[config.mk]
export PLATFORM = sky130hd
export DESIGN_NAME = count_seq_ctrl
export DESIGN_NICKNAME = d
export VERILOG_FILES = /design/src/rtl/count_seq_ctrl.sv
export SDC_FILE = /design/constraint.sdc
export NUM_CORES = 1
export LEC_CHECK = 0
export ABC_AREA = 1
export ABC_CLOCK_PERIOD_IN_PS = 2600
export CAP_MARGIN = 30
export CORE_ASPECT_RATIO = 1.25
export CORE_MARGIN = 8
export CORE_UTILIZATION = 60
export CTS_CLUSTER_SIZE = 8
export DETAILED_ROUTE_END_ITERATION = 6
export GPL_ROUTABILITY_DRIVEN = 0
export HOLD_SLACK_MARGIN = 0.02
export PLACE_DENSITY_LB_ADDON = 0.2
export SYNTH_ARGS = -nofsm -noshare
export SYNTH_HDL_FRONTEND = slang
export SYNTH_SLANG_ARGS = --single-unit
[constraint.sdc]
create_clock -name clk -period 2.6 [get_ports clk]
set_input_delay 0.39 -clock clk [delete_from_list [all_inputs] [get_ports clk]]
set_output_delay 0.39 -clock clk [all_outputs]
set_load 0.01 [all_outputs]
[src/rtl/count_seq_ctrl.sv]
// Run controller for the 00-59 BCD counter: paces count enables, issues clears,
// stops on a programmable target and tallies 59->00 wraps.
module count_seq_ctrl #(
    parameter int TICK_DIV = 50_000_000,
    parameter int WRAP_W   = 8
) (
    input  logic              clk,
    input  logic              reset,
    input  logic              btn_start,
    input  logic              btn_stop,
    input  logic              btn_clear,
    input  logic [3:0]        target_tens,
    input  logic [3:0]        target_units,
    input  logic [3:0]        cnt_tens,
    input  logic [3:0]        cnt_units,
    input  logic              cnt_f,
    output logic              cnt_start,
    output logic              cnt_clear,
    output logic              running,
    output logic              alarm,
    output logic [WRAP_W-1:0] wrap_cnt,
    output logic [1:0]        state_o
);

    typedef enum logic [1:0] {
        IDLE  = 2'd0,
        RUN   = 2'd1,
        PAUSE = 2'd2,
        DONE  = 2'd3
    } state_t;

    localparam int PW = (TICK_DIV > 1) ? $clog2(TICK_DIV) : 1;
    localparam logic [PW-1:0] LAST = PW'(TICK_DIV - 1);

    state_t        state;
    logic [PW-1:0] prescaler;
    logic          target_valid;
    logic          match;
    logic          at_59;
    logic          unused;

    // Out-of-range targets can never equal a legal count, so they never stop the run.
    assign target_valid = (target_tens <= 4'd5) && (target_units <= 4'd9);
    assign match        = target_valid && (cnt_tens == target_tens) && (cnt_units == target_units);
    assign at_59        = (cnt_tens == 4'd5) && (cnt_units == 4'd9);
    assign unused       = cnt_f;

    always_ff @(posedge clk or negedge reset) begin
        if (!reset) begin
            state     <= IDLE;
            prescaler <= '0;
            wrap_cnt  <= '0;
            cnt_start <= 1'b0;
            cnt_clear <= 1'b0;
        end else begin
            cnt_start <= 1'b0;
            cnt_clear <= 1'b0;
            if (btn_clear) begin
                state     <= IDLE;
                prescaler <= '0;
                wrap_cnt  <= '0;
                cnt_clear <= 1'b1;
            end else begin
                case (state)
                    IDLE, PAUSE: begin
                        if (btn_start && !btn_stop) begin
                            state <= RUN;
                        end
                    end
                    RUN: begin
                        if (btn_stop) begin
                            state <= PAUSE;
                        end else if (match) begin
                            state <= DONE;
                        end else if (prescaler == LAST) begin
                            // The wrap is credited with the pulse that carries 59 over to 00.
                            prescaler <= '0;
                            cnt_start <= 1'b1;
                            if (at_59) begin
                                wrap_cnt <= wrap_cnt + 1'b1;
                            end
                        end else begin
                            prescaler <= prescaler + 1'b1;
                        end
                    end
                    DONE: begin
                        state <= DONE;
                    end
                    default: begin
                        state <= IDLE;
                    end
                endcase
            end
        end
    end

    assign running = (state == RUN);
    assign alarm   = (state == DONE);
    assign state_o = state;

endmodule
==> run_results.csv <==
group,metric,value,unit
route,postRouteAntennaNets,0,
pwr,p_clk_share,38.7,%
timing,worst_pin_slew,0.8374,ns
yosys,syn_area,2778,um^2
timing,timing.final.crit_share,76.82,%
timing,hold_viol,0,
finish,fillers,368,
yosys,yosysSeqAreaShare,34.23,%
global_route,grt_max_degree,46,
pwr,pwr-share-comb,14.2,%
route,wire_per_inst,13.28,um
critical_path,crit_slowest_cell,"dfrtp_1",
finish,fin_area,3264,um^2
global_route,grt_pass1_wl,11760,um
clocking,insertion_delay,0.30,ns
critical_path,worstPathCellList,"ha_1, nand2_2, nor2_4, nand2_1, nor2_1, nand2_2, clkinv_1, nor2_1, nand3_1, o21ai_2",
clocking,cts_hold_buf,0,
route,dr.pass1.iters,4,
pwr,power.switching,345.9,uW
pwr,p_leak,1.457,nW
min_path,hold_path.class,"primary input to async pin",
placed_design,dp.cells,503,
critical_path,crit_required,2.82,ns
finish,area_growth,17.52,%
yosys,synth_seq_cells,38,
timing,rsz0062_at_grt,"false",
critical_path,cpPeakStageDelay,0.44,ns
timing,slew_headroom,44.17,%
flow_run,cap_violations,0,
clocking,cts-root-buf,"clkbuf_8",
yosys,ys_warn_count,0,
floorplanning,io_pins,36,
clocking,path_clk_slew,0.09,ns
floorplanning,dieWidth,76.86,um
pwr,switching_share,26.30,%
route,drc,0,
timing,drv_slew,0,
clocking,cts.repair.resized,0,
critical_path,rr_worst_depth,10,
timing,layout_min_cycle_time,1.997,ns
route,dr_total_vias,2751,
floorplanning,fp.dieH,92.07,um
global_route,track_usage,19.98,%
clocking,cts_buffer_depth,2,
critical_path,r2r-end,"prescaler[3]",
floorplanning,rows,27,
clocking,cts_setup_buffers,0,
yosys,syn-instance-count,416,
critical_path,cp-end-kind,"flop",
pwr,powerDensity,402.9,nW/um^2
finish,final_common_cell,"nand2_1",
global_route,grt-ovfl-total,0,
floorplanning,dieArea,7076,um^2
pwr,power.internal,969.4,uW
clocking,numCtsBuffers,5,
route,vias_per_cell,5.384,
finish,fin_cells,511,
floorplanning,start_util,62.77,%
route,first_iter_violations,172,
yosys,synth_cell_types,30,
pwr,vdd_ir_drop_max,0.2720,mV
finish,final_cell_mix,"nand2_1, nor2_1, nand3_1",
clocking,ctsHtreeMaxLevel,2,
placed_design,port_buffers,34,
timing,setup_violations,0,
critical_path,cp-start-kind,"flop",
clocking,clock_sinks,38,
clocking,cts_tree,"yes",
yosys,synth_nets,440,
critical_path,cp.arrival,2.22,ns
finish,n_antenna_cell,0,
critical_path,cp_max_fo,9,
global_route,antenna_found_initial,0,
global_route,grt_pass1_vias,2741,
finish,layout-drive-gt1-share,10.38,%
outcome,status,"complete, no violations",
timing,timing.fmax,500.7,MHz
placed_design,dpl-instance-area,3151,um^2
finish,nets,476,
timing,tns,0,ns
yosys,avgSynthCellArea,6.677,um^2
critical_path,crit_type,"flop to flop",
timing,finalClockSkew,0.01324,ns
route,wl,6788,um
pwr,seqPwrFrac,47.1,%
critical_path,timing.rr.start,"prescaler[0]",
critical_path,r2r_slack,0.60,ns
floorplanning,core,4425,um^2
placed_design,hpwl,4937,um
power by group through the flow:
stage               Clock, mW  Sequential [mW]  Combinational, mW
finish                  0.509            0.620              0.186
global route            0.547            0.622              0.206
CTS                     0.521            0.619              0.189
detailed placement          0            0.631              0.188
global placement            0            0.631              0.185
floorplan                   0            0.635             0.0933
cell usage after synthesis:
cell      number  area (um^2)
nand2_1      124        465.5
nor2_1        72        270.3
nand3_1       47        235.2
inv_1         39        146.4
dfrtp_1       38        950.9
nand4_1       15        93.84
o21ai_2       14        122.6
xor2_1        14        122.6
nand2_2        8        50.05
nor3_1         8        40.04
a21oi_1        4        20.02
buf_6          4        45.04
o21ai_0        4        20.02
or2_2          4        25.02
clkbuf_1       3        11.26
ha_1           2        25.02
inv_2          2        7.510
nand2_4        2        22.52
a21o_1         1        7.510
and3_1         1        6.260
buf_1          1        3.750
buf_2          1        5.000
clkinv_1       1        3.750
nand3_4        1        17.52
nor2_4         1        11.26
nor3_2         1        10.01
o21a_1         1        7.510
o21ai_1        1        5.000
o21bai_4       1        18.77
o31ai_1        1        7.510
metal layers:
metal	part of all wire, %	vias to the layer above	track usage (%)
li1	-	1400	-
met1	42	1246	21.71
met2	48	83	35.27
met3	6.3	22	4.980
met4	3.5	0	9.807
met5	0	-	0
cell type report:
type	instances	area (um^2)	area share, %
clock buffer	5	68.82	2.108
clock inverter	3	45.04	1.380
inverter	42	157.7	4.829
multi-input combinational	327	1604	49.14
sequential	38	950.9	29.13
tap	58	72.57	2.223
timing repair buffer	38	365.4	11.19
worst max path at each step:
stage	startpoint	to	cells past startpoint
floorplan	prescaler[0]	wrap_cnt[4]	10
global placement	cnt_units[0]	wrap_cnt[0]	10
detailed placement	cnt_tens[2]	wrap_cnt[6]	10
CTS	prescaler[0]	prescaler[3]	10
global route	prescaler[0]	prescaler[15]	10
finish	prescaler[0]	prescaler[3]	10
cell families after synthesis:
family	after synthesis	share of synthesized area, %
buffers and inverters	51	8.018
XOR/XNOR	14	4.415
AO/OA/AOI/OAI	27	7.523
flip-flops	38	34.23
AND/OR/NAND/NOR	284	44.91
adder cells (fa/ha/maj)	2	0.9008
sequential cells by signal, indices dropped and copies added, names as in the netlist:
| name | cells |
|---|---|
| prescaler | 26 |
| cnt_start | 1 |
| state_o | 2 |
| cnt_clear | 1 |
| wrap_cnt | 8 |
worst max-delay path: cells and delay by family (launching register included):
kind	cells	cell delay, ns
flip-flops	1	0.44
buffers and inverters	1	0.28
AND/OR/NAND/NOR	7	0.79
AO/OA/AOI/OAI	1	0.09
adder cells (fa/ha/maj)	1	0.31
per-stage QoR:
stage / power [mW] / util (%) / hold WS [ns] / worst slack, ns
floorplan: 0.7284 / - / 0.09441 / 0.9972
global placement: 0.8152 / 71.19 / 0.4868 / 0.3310
detailed placement: 0.8187 / 71.19 / 0.4906 / 0.3153
CTS: 1.329 / 73.76 / 0.2189 / 0.6086
global route: 1.375 / 73.76 / 0.2563 / 0.4200
finish: 1.315 / 73.76 / 0.1893 / 0.6028
(Power assumes the default switching activity.)
